$ cat src/rtl/cpu_pkg.sv
// Shared definitions for the multicycle controller: state encoding, opcodes
// and the datapath mux encodings driven by the control unit.
package cpu_pkg;

    typedef enum logic [4:0] {
        S_FETCH       = 5'd0,
        S_FETCH_WAIT  = 5'd1,
        S_DECODE      = 5'd2,
        S_MEM_ADDR    = 5'd3,
        S_MEM_RD      = 5'd4,
        S_MEM_RD_WAIT = 5'd5,
        S_MEM_WB      = 5'd6,
        S_MEM_WR      = 5'd7,
        S_MEM_WR_WAIT = 5'd8,
        S_EXEC_R      = 5'd9,
        S_R_WB        = 5'd10,
        S_EXEC_I      = 5'd11,
        S_I_WB        = 5'd12,
        S_BRANCH      = 5'd13,
        S_JUMP        = 5'd14,
        S_EXCEPT      = 5'd15
    } state_t;

    localparam logic [5:0] OP_R    = 6'h00;
    localparam logic [5:0] OP_LW   = 6'h23;
    localparam logic [5:0] OP_SW   = 6'h2B;
    localparam logic [5:0] OP_BEQ  = 6'h04;
    localparam logic [5:0] OP_J    = 6'h02;
    localparam logic [5:0] OP_ADDI = 6'h08;

    localparam logic [1:0] PCF_ALU    = 2'b00;
    localparam logic [1:0] PCF_ALUOUT = 2'b01;
    localparam logic [1:0] PCF_JUMP   = 2'b10;
    localparam logic [1:0] PCF_EPC    = 2'b11;

    localparam logic [1:0] ULAB_REG   = 2'b00;
    localparam logic [1:0] ULAB_FOUR  = 2'b01;
    localparam logic [1:0] ULAB_IMM   = 2'b10;
    localparam logic [1:0] ULAB_SHIFT = 2'b11;

    function automatic logic is_wait(input state_t s);
        return (s == S_FETCH_WAIT) || (s == S_MEM_RD_WAIT) || (s == S_MEM_WR_WAIT);
    endfunction

endpackage

$ cat src/rtl/contador_espera.sv
// Memory wait counter: counts idle wait cycles and flags the cycle in which
// one more idle cycle would reach the limit.
module contador_espera #(
    parameter int W = 8
) (
    input  logic         clock,
    input  logic         clear,
    input  logic         enable,
    input  logic [W-1:0] limit,
    output logic         expired
);

    logic [W-1:0] count_q;
    logic [W:0]   count_next;

    // expired is high during the idle cycle that completes the limit, so the
    // FSM leaves the wait state at the end of that cycle.
    assign count_next = {1'b0, count_q} + {{W{1'b0}}, 1'b1};
    assign expired    = (count_next >= {1'b0, limit});

    always_ff @(posedge clock) begin
        if (clear) begin
            count_q <= '0;
        end else if (enable && !expired) begin
            count_q <= count_next[W-1:0];
        end
    end

endmodule

$ cat src/rtl/controlador_multiciclo.sv
// Multicycle MIPS-style control unit with memory handshake, wait timeout and
// exception sequencing.
module controlador_multiciclo
    import cpu_pkg::*;
#(
    parameter int MEM_TIMEOUT = 8,
    parameter int STATE_W     = 5
) (
    input  logic               clock,
    input  logic               reset,
    input  logic [5:0]         OpCode,
    input  logic               Overflow,
    input  logic               mem_ready,
    output logic               mem_req,
    output logic               CtrMem,
    output logic               IREsc,
    output logic               IouD,
    output logic               PCEsc,
    output logic               PCEscCond,
    output logic               RegWrite,
    output logic               RegDst,
    output logic               MemParaReg,
    output logic               EPCEsc,
    output logic [1:0]         ULAOp,
    output logic [1:0]         ULAFonteB,
    output logic [1:0]         PCFonte,
    output logic               ULAFonteA,
    output logic               excecao,
    output logic [STATE_W-1:0] state
);

    // Handshake: mem_req stays high through the request and wait states; the
    // access completes in the cycle mem_ready is sampled high.
    state_t     state_q, state_d;
    logic       expired;
    logic [4:0] state_code;

    assign state_code = state_q;
    assign state      = STATE_W'(state_code);

    contador_espera #(.W(8)) u_espera (
        .clock   (clock),
        .clear   (reset || !is_wait(state_q)),
        .enable  (is_wait(state_q) && !mem_ready),
        .limit   (8'(MEM_TIMEOUT)),
        .expired (expired)
    );

    always_ff @(posedge clock) begin
        if (reset) state_q <= S_FETCH;
        else       state_q <= state_d;
    end

    always_comb begin
        state_d = S_FETCH;
        case (state_q)
            S_FETCH:      state_d = S_FETCH_WAIT;
            S_FETCH_WAIT: state_d = mem_ready ? S_DECODE : (expired ? S_EXCEPT : S_FETCH_WAIT);
            S_DECODE: begin
                case (OpCode)
                    OP_R:         state_d = S_EXEC_R;
                    OP_LW, OP_SW: state_d = S_MEM_ADDR;
                    OP_ADDI:      state_d = S_EXEC_I;
                    OP_BEQ:       state_d = S_BRANCH;
                    OP_J:         state_d = S_JUMP;
                    default:      state_d = S_EXCEPT;
                endcase
            end
            S_MEM_ADDR:    state_d = (OpCode == OP_LW) ? S_MEM_RD : S_MEM_WR;
            S_MEM_RD:      state_d = mem_ready ? S_MEM_WB : S_MEM_RD_WAIT;
            S_MEM_RD_WAIT: state_d = mem_ready ? S_MEM_WB : (expired ? S_EXCEPT : S_MEM_RD_WAIT);
            S_MEM_WB:      state_d = S_FETCH;
            S_MEM_WR:      state_d = mem_ready ? S_FETCH : S_MEM_WR_WAIT;
            S_MEM_WR_WAIT: state_d = mem_ready ? S_FETCH : (expired ? S_EXCEPT : S_MEM_WR_WAIT);
            S_EXEC_R:      state_d = S_R_WB;
            S_R_WB:        state_d = Overflow ? S_EXCEPT : S_FETCH;
            S_EXEC_I:      state_d = S_I_WB;
            S_I_WB:        state_d = Overflow ? S_EXCEPT : S_FETCH;
            default:       state_d = S_FETCH;
        endcase
    end

    always_comb begin
        mem_req    = 1'b0;
        CtrMem     = 1'b0;
        IREsc      = 1'b0;
        IouD       = 1'b0;
        PCEsc      = 1'b0;
        PCEscCond  = 1'b0;
        RegWrite   = 1'b0;
        RegDst     = 1'b0;
        MemParaReg = 1'b0;
        EPCEsc     = 1'b0;
        ULAOp      = 2'b00;
        ULAFonteB  = ULAB_REG;
        PCFonte    = PCF_ALU;
        ULAFonteA  = 1'b0;
        excecao    = 1'b0;
        case (state_q)
            S_FETCH: begin
                mem_req   = 1'b1;
                ULAFonteB = ULAB_FOUR;
            end
            S_FETCH_WAIT: begin
                mem_req = 1'b1;
                IREsc   = mem_ready;
                PCEsc   = mem_ready;
            end
            S_DECODE: ULAFonteB = ULAB_SHIFT;
            S_MEM_ADDR, S_EXEC_I: begin
                ULAFonteA = 1'b1;
                ULAFonteB = ULAB_IMM;
            end
            S_MEM_RD, S_MEM_RD_WAIT: begin
                mem_req = 1'b1;
                IouD    = 1'b1;
            end
            S_MEM_WB: begin
                RegWrite   = 1'b1;
                MemParaReg = 1'b1;
            end
            S_MEM_WR, S_MEM_WR_WAIT: begin
                mem_req = 1'b1;
                IouD    = 1'b1;
                CtrMem  = 1'b1;
            end
            S_EXEC_R: begin
                ULAFonteA = 1'b1;
                ULAOp     = 2'b10;
            end
            S_R_WB: begin
                RegWrite = !Overflow;
                RegDst   = 1'b1;
            end
            S_I_WB: RegWrite = !Overflow;
            S_BRANCH: begin
                ULAFonteA = 1'b1;
                ULAOp     = 2'b01;
                PCEscCond = 1'b1;
                PCFonte   = PCF_ALUOUT;
            end
            S_JUMP: begin
                PCEsc   = 1'b1;
                PCFonte = PCF_JUMP;
            end
            S_EXCEPT: begin
                EPCEsc  = 1'b1;
                excecao = 1'b1;
                PCEsc   = 1'b1;
                PCFonte = PCF_EPC;
            end
            default: ;
        endcase
    end

endmodule

$ cat config.mk
export PLATFORM = sky130hd
export DESIGN_NAME = controlador_multiciclo
export DESIGN_NICKNAME = d
export VERILOG_FILES = /design/src/rtl/cpu_pkg.sv /design/src/rtl/contador_espera.sv /design/src/rtl/controlador_multiciclo.sv
export SDC_FILE = /design/constraint.sdc
export NUM_CORES = 1
export LEC_CHECK = 0
export CAP_MARGIN = 20
export CORE_MARGIN = 2
export CORE_UTILIZATION = 57
export DETAILED_ROUTE_END_ITERATION = 12
export DONT_BUFFER_PORTS = 1
export GPL_TIMING_DRIVEN = 0
export PLACE_DENSITY_LB_ADDON = 0.05
export SLEW_MARGIN = 20
export SYNTH_ARGS = -nofsm -noshare
export SYNTH_HDL_FRONTEND = slang
export SYNTH_HIERARCHICAL = 1
export SYNTH_SLANG_ARGS = --single-unit
$ cat constraint.sdc
create_clock -name clock -period 3.1 [get_ports clock]
set_input_delay 0.465 -clock clock [delete_from_list [all_inputs] [get_ports clock]]
set_output_delay 0.465 -clock clock [all_outputs]
set_load 0.02 [all_outputs]
==> results.json, run 1 <==
{
  "clock_latency_ns": 0.27,
  "fin_skew_ns": 0.00749,
  "io_pins": 33,
  "rr_startpoint": "u_espera/count_q[0]$_SDFFE_PP0P_",
  "outcome": "finished, final reports clean",
  "slew-limit-headroom": 0.555,
  "synth.avg_cell_area_um2": 7.48,
  "synth_area_mm2": 0.00131,
  "nNetsFinal": 209,
  "synth_seq_cells": 12,
  "max_freq_mhz": 333,
  "max-vdd-ir-drop_v": 0.000499,
  "finalSetupTns_ns": 0,
  "rrSetupSlack_ns": 0.09,
  "synth_edf_count": 0,
  "clk_pin_slew_ns": 0.07,
  "vias_per_cell": 5.84,
  "grt_max_degree": 11,
  "grt_pass1_vias": 1127,
  "cp-end-kind": "flop",
  "criticalPathCategory": "flop to flop",
  "antenna_found_initial": 0,
  "leakage_nw": 0.655,
  "grt_pass1_wl_um": 4820,
  "layout_worst_path_cycle_share": 0.969,
  "synthTopCellsByCount": "nor2_1, dfxtp_1, nand2_1, nor2b_1, nor3_1",
  "grt-ovfl-total": 0,
  "layout_min_cycle_time_ns": 3.01,
  "required_ns": 3.25,
  "yosysWarningCount": 6,
  "fillers": 198,
  "final_max_slew_viol_count": 0,
  "initial_utilization": 0.597,
  "worst-endpoint-arrival_ns": 3.15,
  "drtAntennaViolNets": 0,
  "rr_endpoint": "state[2]$_SDFF_PP0_",
  "synth_flop_cell": "dfxtp_1",
  "hold_path_end": "state[1]$_SDFF_PP0_",
  "clockBufferDepth": 2,
  "drv_cap": 0,
  "globalplace.congestion": 0.826,
  "drtIter0Drc": 27,
  "synthTopCellsByArea": "dfxtp_1, ha_1, nor2b_1",
  "wire_per_inst_um": 13.7,
  "syn_inst": 175,
  "hold_class": "input port to flop",
  "n_antenna_cell": 0,
  "yosysMostFrequentCell": "nor2_1",
  "dp_cells": 210,
  "vias": 1267,
  "whs_path_depth": 2,
  "htree_levels": 1,
  "drtPass1Iterations": 4,
  "drc_errors": 0,
  "drt_wl_total_um": 2970,
  "netlist.area_leader.share": 0.184,
  "die-height_um": 51.9,
  "syn2layout_area_growth_pct": 14.3,
  "rows": 17,
  "cts_inserted_buffers": 3,
  "rr_worst_depth": 13,
  "die_w_um": 51.9,
  "finish.utilization": 0.683,
  "path_max_fanout": 6,
  "power_density_mw_per_mm2": 606,
  "dp_hpwl_um": 2170,
  "worstHoldStart": "reset",
  "grtUsageTotal": 0.231,
  "clock-sinks": 12,
  "hold_violations": 0,
  "async_flop_share": 0,
  "synth_cell_type_count": 47,
  "drive_above_1_share": 0.222,
  "yosysTopAreaCell": "dfxtp_1",
  "tightestPinTransition_ns": 0.666,
  "coreArea_mm2": 0.00219,
  "whs_ns": 0.396,
  "layoutNonFillerInstCount": 217,
  "fp.dieArea_mm2": 0.00270,
  "port_buffers": 0,
  "critPathLaunchType": "flop",
  "cts_tree": "built",
  "power_w": 0.000906,
  "cts_hold_buf": 0,
  "ys_seq_area_frac": 0.184,
  "setup_viol": 0,
  "clock-root-buffer": "clkbuf_4"
}
==> power by group <==
part	switching [W]	leakage (nW)	total, W	internal (W)
logic	0.000354	0.534	0.000549	0.000195
clock network	0.0000484	0.0210	0.000120	0.0000712
registers	0.0000573	0.101	0.000237	0.000180
total	0.000459	0.655	0.000906	0.000447
==> flip-flops by register name, indices dropped and copies added, names as in the netlist <==
register          count
u_espera/count_q      8
state                 4
==> layout make-up <==
| cell class | count | area [um2] | area share |
|---|---|---|---|
| plain buffers | 12 | 88.8 | 0.0594 |
| repair buffers | 4 | 30.0 | 0.0201 |
| clock buffers | 4 | 36.3 | 0.0242 |
| well taps | 28 | 35.0 | 0.0234 |
| inverters | 8 | 30.0 | 0.0201 |
| flip-flops and latches | 12 | 250 | 0.167 |
| multi-input cells | 149 | 1030 | 0.686 |
==> cell families (layout without fill, tap and decap cells) <==
group	count (synthesis)	count (layout)	synth area share
and+or+nand+nor	81	81	0.342
AOI/OAI and AO/OA	36	36	0.179
buffers and inverters	21	28	0.0994
DFF	12	12	0.184
adders and majority gates	9	9	0.0860
xor gates and xnor gates	7	7	0.0468
muxes	7	7	0.0574
other	2	9	0.00574
==> stage by stage <==
step                      instance area (um2)  setup slack [ns]
after floorplan                          1340             0.215
after global placement                   1370            -0.110
after detailed placement                 1370            -0.115
after CTS                                1420           0.00993
after global routing                     1500           -0.0294
final                                    1500            0.0947
==> layout by cell type, fill, tap and decap left out, drive strengths merged, types with 6 or more instances in the layout <==
cell type,instances
buf,14
nor3,10
o21ai,10
ha,9
clkbuf,6
a21oi,9
and3,6
conb,9
nand2b,6
dfxtp,12
nor2,16
inv,8
nor2b,11
nand2,12
==> repair_timing <==
item / CTS / global route
gates cloned: 0 / 0
pin swaps: 0 / 6
buffers inserted: 0 / 4
endpoints found under the setup margin: 3 / 4
gates resized for setup: 5 / 14
endpoints found under the hold margin: 0 / 0
==> worst max-delay path by stage <==
stage / startpoint / slack, ns / end / cells after the start
2_1_floorplan: u_espera/count_q[0]$_SDFFE_PP0P_ / 0.22 / state[1]$_SDFF_PP0_ / 14
3_3_place_gp: u_espera/count_q[0]$_SDFFE_PP0P_ / -0.11 / state[2]$_SDFF_PP0_ / 14
3_5_place_dp: u_espera/count_q[0]$_SDFFE_PP0P_ / -0.12 / state[2]$_SDFF_PP0_ / 14
4_1_cts: u_espera/count_q[0]$_SDFFE_PP0P_ / 0.01 / state[2]$_SDFF_PP0_ / 14
5_1_grt: u_espera/count_q[0]$_SDFFE_PP0P_ / -0.03 / state[2]$_SDFF_PP0_ / 12
6_report: u_espera/count_q[0]$_SDFFE_PP0P_ / 0.09 / state[2]$_SDFF_PP0_ / 13
==> worst max-delay path, stage by stage (launching register included) <==
cell and delay [ns]:
dfxtp_4 0.39, ha_4 0.15, and3_4 0.22, nand3_4 0.10, xnor2_2 0.16, ha_1 0.27
and3_4 0.19, a221oi_2 0.32, o21ai_4 0.13, or2_2 0.31, nor2b_2 0.17, o22a_1 0.15
o211ai_1 0.23, a21oi_1 0.10
==> layer usage <==
metal	up-vias	wire length (um)	GRT usage
met3	0	172	0.0431
met2	37	1340	0.363
li1	636	-	-
met1	594	1460	0.334
met5	-	0	0
met4	0	0	0.0351
Power figures use the tool's default switching activity.
==> run 2, diff against run 1 <==
--- a/config.mk
+++ b/config.mk
@@ -5,9 +5,9 @@
 export SDC_FILE = /design/constraint.sdc
 export NUM_CORES = 1
 export LEC_CHECK = 0
-export CAP_MARGIN = 20
+export CAP_MARGIN = 10
 export CORE_MARGIN = 2
-export CORE_UTILIZATION = 57
+export CORE_UTILIZATION = 55
 export DETAILED_ROUTE_END_ITERATION = 12
 export DONT_BUFFER_PORTS = 1
 export GPL_TIMING_DRIVEN = 0
==> run 2 against run 1 <==
Compared with the run above: critical path type unchanged; cell count down 0.46%; sequential power about the same; sequential share of layout area up 0.48 points; largest power group unchanged; core utilization down 0.91 points; largest cell class unchanged.
==> results.json, run 2 (synthesis results as in run 1) <==
{
  "rr_endpoint": "state[2]$_SDFF_PP0_",
  "cts_tree": "built",
  "cts_inserted_buffers": 3,
  "grt_pass1_vias": 1089,
  "die-height_um": 52.8,
  "top_register": "u_espera/count_q",
  "seq_area_um2": 259,
  "drt_wl_total_um": 2940,
  "required_ns": 3.25,
  "layoutNonFillerInstCount": 216,
  "critPathLaunchType": "flop",
  "drv_cap": 0,
  "max-vdd-ir-drop_v": 0.000508,
  "grtUsageTotal": 0.222,
  "rrSetupSlack_ns": 0.11,
  "cpPeakStageDelay_ns": 0.37,
  "clock-sinks": 12,
  "drtPass1Iterations": 4,
  "drc_errors": 0,
  "leakage_nw": 0.673,
  "layout_worst_path_cycle_share": 0.966,
  "clock-root-buffer": "clkbuf_4",
  "hold_violations": 0,
  "vias_per_cell": 5.63,
  "port_buffers": 0,
  "layout_min_cycle_time_ns": 2.99,
  "drtIter0Drc": 47,
  "final_cell_mix": "nor2_1, nor2b_1, nand2_1",
  "nNetsFinal": 208,
  "criticalPathCategory": "flop to flop",
  "globalplace.congestion": 0.843,
  "cp_cell_sequence": "ha_4, and3_4, nand3_4, xnor2_2, ha_1, and3_4, a221oi_2, o21ai_2, buf_6, or2_2, nor2b_1, o22a_1, o211ai_1, a21oi_1",
  "cts_hold_buf": 0,
  "power_density_mw_per_mm2": 606,
  "drtAntennaViolNets": 0,
  "final_common_cell": "nor2_1",
  "cp_common_cell": "and3_4",
  "grt-ovfl-total": 0,
  "slew-limit-headroom": 0.540,
  "fin_skew_ns": 0.00892,
  "finalSetupTns_ns": 0,
  "worstHoldStart": "reset",
  "coreArea_mm2": 0.00223,
  "die_w_um": 52.8,
  "rows": 17,
  "cp-end-kind": "flop",
  "wire_per_inst_um": 13.6,
  "antenna_found_initial": 0,
  "largest_reg_flops": 8,
  "io_pins": 33,
  "fillers": 199,
  "rsz0062_at_grt": "false",
  "slowest_stage": "dfxtp_4",
  "max_freq_mhz": 334,
  "grt_max_degree": 11,
  "dp_cells": 210,
  "vias": 1215,
  "rr_startpoint": "u_espera/count_q[0]$_SDFFE_PP0P_",
  "clock_latency_ns": 0.28,
  "hold_path_end": "state[3]$_SDFF_PP0_",
  "worst-endpoint-arrival_ns": 3.15,
  "clockBufferDepth": 2,
  "outcome": "finished, final reports clean",
  "rr_worst_depth": 14,
  "multiInputGateArea_mm2": 0.00103,
  "setup_viol": 0,
  "fp.dieArea_mm2": 0.00279,
  "final_max_slew_viol_count": 0,
  "dp_hpwl_um": 2230,
  "whs_path_depth": 2,
  "drive_above_1_share": 0.229,
  "grt_pass1_wl_um": 4630,
  "path_max_fanout": 10,
  "syn2layout_area_growth_pct": 15.0,
  "clk_pin_slew_ns": 0.08,
  "htree_levels": 1,
  "initial_utilization": 0.586,
  "n_antenna_cell": 0,
  "tightestPinTransition_ns": 0.683,
  "hold_class": "input port to flop"
}
==> run 2: final cells by class <==
cell class                 instances  area share
multi-input combinational        149       0.684
sequential                        12       0.172
inverter                           8      0.0200
buffer                            13      0.0665
clock buffer                       4      0.0241
timing repair buffer               2     0.00998
tap                               28      0.0233
==> run 2: power breakdown <==
part | leakage, nW | internal, W | switching (W) | total [W]
combinational | 0.550 | 0.000198 | 0.000355 | 0.000553
sequential | 0.102 | 0.000178 | 0.0000573 | 0.000235
clock | 0.0210 | 0.0000714 | 0.0000532 | 0.000125
==> run 2: worst max-delay path: cells and delay by family (launching register included) <==
family	cells	cell delay (ns)
buffers and inverters	1	0.15
DFF	1	0.37
adders and majority gates	2	0.41
and+or+nand+nor	5	0.96
xor gates and xnor gates	1	0.13
AOI/OAI and AO/OA	5	0.86
==> run 2: worst max-delay path by stage <==
stage / from / end / slack, ns
finish: u_espera/count_q[0]$_SDFFE_PP0P_ / state[2]$_SDFF_PP0_ / 0.11
global route: u_espera/count_q[4]$_SDFFE_PP0P_ / state[2]$_SDFF_PP0_ / 0.0004
CTS: u_espera/count_q[1]$_SDFFE_PP0P_ / state[2]$_SDFF_PP0_ / 0.02
detailed placement: u_espera/count_q[0]$_SDFFE_PP0P_ / state[2]$_SDFF_PP0_ / -0.14
global placement: u_espera/count_q[0]$_SDFFE_PP0P_ / state[2]$_SDFF_PP0_ / -0.12
floorplan: u_espera/count_q[0]$_SDFFE_PP0P_ / state[1]$_SDFF_PP0_ / 0.22
==> run 2: metal layers <==
| layer | track usage | vias up | share of wire |
|---|---|---|---|
| li1 | - | 634 | - |
| met1 | 0.311 | 538 | 0.48 |
| met2 | 0.348 | 41 | 0.45 |
| met3 | 0.0514 | 2 | 0.074 |
| met4 | 0.0385 | 0 | 0.0034 |
| met5 | 0 | - | 0 |
==> run 2: what timing repair did <==
item                                    4_1_cts  5_1_grt
buffers inserted                              1        1
endpoints found under the setup margin        3        3
resized for setup                             9       14
cloned                                        0        0
pin swaps                                     4        5
==> run 2: stage by stage <==
step / power (W) / setup slack [ns] / utilization / hold WS [ns] / instance area (um2)
floorplan: 0.000683 / 0.215 / - / 0.479 / 1340
global placement: 0.000765 / -0.123 / 0.613 / 0.499 / 1370
detailed placement: 0.000777 / -0.143 / 0.613 / 0.517 / 1370
CTS: 0.000908 / 0.0160 / 0.649 / 0.376 / 1450
global route: 0.000974 / 0.000422 / 0.674 / 0.380 / 1510
finish: 0.000913 / 0.105 / 0.674 / 0.385 / 1510
==> run 3, diff against run 2 <==
--- a/config.mk
+++ b/config.mk
@@ -5,7 +5,7 @@
 export SDC_FILE = /design/constraint.sdc
 export NUM_CORES = 1
 export LEC_CHECK = 0
-export CAP_MARGIN = 10
+export CORE_ASPECT_RATIO = 1.5
 export CORE_MARGIN = 2
 export CORE_UTILIZATION = 55
 export DETAILED_ROUTE_END_ITERATION = 12
==> constraint.sdc (replaced) <==
create_clock -name clock -period 3.5 [get_ports clock]
set_input_delay 0.525 -clock clock [delete_from_list [all_inputs] [get_ports clock]]
set_output_delay 0.525 -clock clock [all_outputs]
set_load 0.02 [all_outputs]
==> run 3 against run 2 <==
Compared with the run above: global-route usage grew 2.2 points; setup slack better by 0.15 ns; cell area decreased by 6.6%; sequential share of layout area about the same; clock skew down 0.0046 ns; cell count down 3.2%; clock-buffer cell count stayed put; critical endpoint unchanged; largest power group unchanged.
==> results.json, run 3 (synthesis results as in run 1) <==
{
  "drt_wl_total_um": 3100,
  "cp_common_cell": "ha_1",
  "setup_viol": 0,
  "switching_share": 0.511,
  "crit_start": "u_espera/count_q[0]$_SDFFE_PP0P_",
  "drc_errors": 0,
  "clock-sinks": 12,
  "fillers": 206,
  "cp-end-kind": "flop",
  "drtIter0Drc": 41,
  "die-height_um": 63.7,
  "grt_max_degree": 11,
  "final_cell_mix": "nor2_1, nand2_1, nor2b_1, dfxtp_1, nor3_1",
  "rr_endpoint": "state[2]$_SDFF_PP0_",
  "tightestPinTransition_ns": 0.679,
  "dp_hpwl_um": 2410,
  "clock_latency_ns": 0.27,
  "cts_inserted_buffers": 3,
  "crit_path_end": "state[2]$_SDFF_PP0_",
  "power_frac_comb": 0.603,
  "rr_startpoint": "u_espera/count_q[0]$_SDFFE_PP0P_",
  "io_pins": 33,
  "seq_area_um2": 241,
  "nNetsFinal": 206,
  "p_sw_w": 0.000411,
  "vias_per_cell": 6.11,
  "power_density_mw_per_mm2": 573,
  "slew-limit-headroom": 0.546,
  "grt_pass1_wl_um": 5370,
  "rsz0062_at_grt": "false",
  "hold_class": "input port to flop",
  "multiInputGateArea_um2": 970,
  "coreArea_mm2": 0.00223,
  "internal-power_w": 0.000394,
  "rrSetupSlack_ns": 0.26,
  "wire_per_inst_um": 14.8,
  "grt_pass1_vias": 1278,
  "cp_num_cells": 14,
  "syn2layout_area_growth_pct": 7.46,
  "leakage_nw": 0.632,
  "cp_cell_sequence": "ha_1, and3_1, nand3_2, xnor2_1, ha_1, and3_4, a221oi_2, o21ai_1, buf_6, or2_2, nor2b_1, o22a_1, o211ai_1, a21oi_1",
  "outcome": "finished, final reports clean",
  "post_cts_buffers": 0,
  "worst-endpoint-arrival_ns": 3.39,
  "globalplace.congestion": 0.927,
  "drv_cap": 0,
  "max_freq_mhz": 308,
  "clockBufferDepth": 2,
  "die_w_um": 43.8,
  "whs_ns": 0.450,
  "path_max_fanout": 10,
  "required_ns": 3.65,
  "top_register": "u_espera/count_q",
  "antenna_found_initial": 0,
  "rr_worst_depth": 14,
  "grt-ovfl-total": 0,
  "rows": 21,
  "grtUsageTotal": 0.244,
  "fp.dieArea_mm2": 0.00279,
  "drive_above_1_share": 0.145,
  "criticalPathCategory": "flop to flop",
  "port_buffers": 0,
  "layout_min_cycle_time_ns": 3.24,
  "critPathLaunchType": "flop",
  "hold_violations": 0,
  "seqPwrFrac": 0.260,
  "path_buf_inv": 1,
  "n_antenna_cell": 0,
  "path_delay_family": "simple AND/OR/NAND/NOR gates",
  "max-vdd-ir-drop_v": 0.000341,
  "final_common_cell": "nor2_1",
  "cpPeakStageDelay_ns": 0.38,
  "initial_utilization": 0.586,
  "vias": 1276,
  "clkPwrFrac": 0.137,
  "fin_skew_ns": 0.00427,
  "final_max_slew_viol_count": 0,
  "htree_levels": 1,
  "finalSetupTns_ns": 0,
  "cts_tree": "built",
  "slowest_stage": "dfxtp_2",
  "clock-root-buffer": "clkbuf_4",
  "drtPass1Iterations": 4,
  "clk_pin_slew_ns": 0.08,
  "drtAntennaViolNets": 0,
  "largest_reg_flops": 8,
  "layout_worst_path_cycle_share": 0.927
}
-- run 3: what timing repair did --
item	4_1_cts	5_1_grt
resized for setup	0	2
setup endpoints to repair	0	3
endpoints found under the hold margin	0	0
hold buffers	0	0
-- run 3: worst min path at each step --
stage                                     startpoint                               end  cells past startpoint  slack, ns
finish                                         reset               state[3]$_SDFF_PP0_                      2       0.45
floorplan           u_espera/count_q[1]$_SDFFE_PP0P_  u_espera/count_q[1]$_SDFFE_PP0P_                      2       0.48
detailed placement  u_espera/count_q[1]$_SDFFE_PP0P_  u_espera/count_q[1]$_SDFFE_PP0P_                      2       0.51
CTS                                            reset               state[3]$_SDFF_PP0_                      2       0.45
global placement    u_espera/count_q[1]$_SDFFE_PP0P_  u_espera/count_q[1]$_SDFFE_PP0P_                      2       0.50
global route                                   reset               state[3]$_SDFF_PP0_                      2       0.45
-- run 3: layout make-up --
cell class	count	area share
multi-input cells	149	0.690
flip-flops and latches	12	0.172
plain buffers	13	0.0712
clock buffers	4	0.0258
inverters	8	0.0214
well taps	23	0.0205
-- run 3: metrics by stage --
step                      cells  setup slack (ns)   util  power (W)  cell area [um2]
after global placement      205             0.293  0.611   0.000680             1360
after CTS                   209             0.152  0.627   0.000802             1400
after global routing        209            0.0448  0.630   0.000868             1410
final                       209             0.257  0.630   0.000806             1410
after floorplan             182             0.615      -   0.000605             1340
after detailed placement    205             0.186  0.611   0.000691             1360
-- run 3: power by group through the flow --
stage / clock network [W] / registers (W) / logic, W
after floorplan: 0 / 0.000204 / 0.000401
after global placement: 0 / 0.000212 / 0.000469
after detailed placement: 0 / 0.000212 / 0.000480
after CTS: 0.000113 / 0.000208 / 0.000481
after global routing: 0.000119 / 0.000213 / 0.000536
final: 0.000111 / 0.000210 / 0.000485
-- run 3: routing by layer --
metal  vias up  track usage  wire length (um)
met2        41        0.461              1750
li1        629            -                 -
met3         4       0.0311               169
met4         0       0.0871                38
met5         -            0                 0
met1       602        0.260              1140
==> RTL change, RTL diff (config.mk and constraints of run 2) <==
`W` is set to 8 in 2 places; all go to 6.
--- a/src/rtl/contador_espera.sv
+++ b/src/rtl/contador_espera.sv
@@ -1,7 +1,7 @@
 // Memory wait counter: counts idle wait cycles and flags the cycle in which
 // one more idle cycle would reach the limit.
 module contador_espera #(
-    parameter int W = 8
+    parameter int W = 6
 ) (
     input  logic         clock,
     input  logic         clear,
--- a/src/rtl/controlador_multiciclo.sv
+++ b/src/rtl/controlador_multiciclo.sv
@@ -38,7 +38,7 @@
     assign state_code = state_q;
     assign state      = STATE_W'(state_code);
 
-    contador_espera #(.W(8)) u_espera (
+    contador_espera #(.W(6)) u_espera (
         .clock   (clock),
         .clear   (reset || !is_wait(state_q)),
         .enable  (is_wait(state_q) && !mem_ready),
Formal check against the unedited RTL: same outputs for any inputs over 10 cycles, from zero or initial values and one cycle with reset high; that may be too few to reach the edited logic, so the function may still have changed.
==> RTL change against run 2 <==
Total power is 5.1% lower; routed wire length fell by 14%; sequential cell count fell by 2; fmax rose by 11%; setup slack better by 0.29 ns; design area fell by 18%; area after synthesis shrank 11%; first-iteration DRC count down 49%; critical path type is now reg2out; largest cell class unchanged; highest routed layer is now met3.
==> RTL change: results (changes against run 2) <==
<table>
<tr><th>Metric</th><th>Value</th></tr>
<tr><th colspan="2">Finish</th></tr>
<tr><td>Flip-flop count of the largest register after layout</td><td>6 (was 8)</td></tr>
<tr><td>Share of cells above drive strength 1</td><td>11.7% (was 22.9%)</td></tr>
<tr><th colspan="2">Power</th></tr>
<tr><td>Power share of the combinational group</td><td>64.7% (was 60.6%)</td></tr>
<tr><td>Peak ir drop on the vdd network</td><td>0.489 mV (was 0.508 mV)</td></tr>
<tr><th colspan="2">Logic synthesis</th></tr>
<tr><td>Sequential fraction of the synthesis area</td><td>17.2% (was 18.4%)</td></tr>
<tr><td>Largest cells by area after synthesis</td><td>sky130_fd_sc_hd__dfxtp_1 17%, sky130_fd_sc_hd__ha_1 7.5%, sky130_fd_sc_hd__nor2b_1 7.0%, sky130_fd_sc_hd__mux2_1 4.8%, sky130_fd_sc_hd__nor2_1 4.5% (was sky130_fd_sc_hd__dfxtp_1 18%, sky130_fd_sc_hd__ha_1 8.6%, sky130_fd_sc_hd__nor2b_1 5.3%, sky130_fd_sc_hd__nor2_1 4.6%, sky130_fd_sc_hd__nor3_1 3.8%)</td></tr>
<tr><td>Leading cell types by count after synthesis</td><td>14 x sky130_fd_sc_hd__nor2_1, 13 x sky130_fd_sc_hd__nor2b_1, 10 x sky130_fd_sc_hd__dfxtp_1, 10 x sky130_fd_sc_hd__nand2_1 (was 16 x sky130_fd_sc_hd__nor2_1, 12 x sky130_fd_sc_hd__dfxtp_1, 12 x sky130_fd_sc_hd__nand2_1, 11 x sky130_fd_sc_hd__nor2b_1, 10 x sky130_fd_sc_hd__nor3_1)</td></tr>
<tr><th colspan="2">Global route</th></tr>
<tr><td>Wire length of the first global-routing pass</td><td>4.24 mm (was 4.63 mm)</td></tr>
<tr><td>Via count of the first global-routing pass</td><td>1033 (was 1089)</td></tr>
<tr><th colspan="2">STA</th></tr>
<tr><td>Worst clock skew</td><td>0.000540 ns (was 0.00892 ns)</td></tr>
<tr><td>Headroom to the max-slew limit</td><td>55.0% (was 54.0%)</td></tr>
<tr><th colspan="2">Route</th></tr>
<tr><td>Vias</td><td>1079 (was 1215)</td></tr>
<tr><td>Starting DRC count in detailed routing</td><td>24 (was 47)</td></tr>
<tr><th colspan="2">CTS</th></tr>
<tr><td>Post-CTS sizing</td><td>0 (was 9)</td></tr>
<tr><td>Worst-skew pair later-pin latency</td><td>0.26 ns (was 0.28 ns)</td></tr>
<tr><th colspan="2">Placed design</th></tr>
<tr><td>HPWL after detailed placement</td><td>1.94 mm (was 2.23 mm)</td></tr>
<tr><td>Worst slack at placement</td><td>0.476 ns (was -0.143 ns)</td></tr>
<tr><td>DP Area</td><td>1220 sq um (was 1370 sq um)</td></tr>
<tr><th colspan="2">Hold path</th></tr>
<tr><td>Hold Crit Start</td><td>mem_ready (was reset)</td></tr>
<tr><th colspan="2">Outcome</th></tr>
<tr><td>Status</td><td>finished, final reports clean (unchanged)</td></tr>
</table>
RTL change: final timing paths:
check | endpoint | slack [ns] | depth (start not counted)
setup / recovery | ULAOp[0] | 0.40 | 5
hold / removal | state[3]$_SDFF_PP0_ | 0.40 | 2
setup reg to reg | state[3]$_SDFF_PP0_ | 0.43 | 10
hold reg to reg | u_espera/count_q[1]$_SDFFE_PP0P_ | 0.53 | 2
RTL change: area by class of cell:
class	count	area, sq um
sequential	10	200
fill	189	741
clock buffer	3	22.5
multi-input combinational	130	866
inverter	7	26.3
buffer	13	92.6
tap	27	33.8
RTL change: metal layers:
metal | part of all wire (%) | vias up | track usage (%)
met1 | 48 | 490 | 28.6
met4 | 0 | 0 | 2.31
met5 | 0 | - | 0
met2 | 44 | 43 | 34.2
met3 | 8.3 | 0 | 6.36
li1 | - | 546 | -
RTL change: worst max-delay path, cell delays in order (launching register included):
cell and delay (ns):
sky130_fd_sc_hd__dfxtp_1 0.45, sky130_fd_sc_hd__clkbuf_1 0.32, sky130_fd_sc_hd__buf_4 0.23, sky130_fd_sc_hd__and3_1 0.31, sky130_fd_sc_hd__nor2b_1 0.43, sky130_fd_sc_hd__buf_4 0.23
RTL change: kinds of logic after synthesis:
group / count (synthesis) / synth area share (%)
AND/OR/NAND/NOR: 70 / 33.7
AO/OA/AOI/OAI: 33 / 19.6
buffers and inverters: 20 / 10.2
flip-flops: 10 / 17.2
multiplexers: 8 / 7.40
adder cells (fa/ha/maj): 7 / 7.51
XOR/XNOR: 5 / 3.76
other: 2 / 0.644
RTL change: metrics by stage:
step,total power (W),cells,utilization (%)
final,0.000866,190,62.6
after global placement,0.000764,187,61.5
after global routing,0.000935,190,62.6
after floorplan,0.000681,160,-
after detailed placement,0.000771,187,61.5
after CTS,0.000862,190,62.6
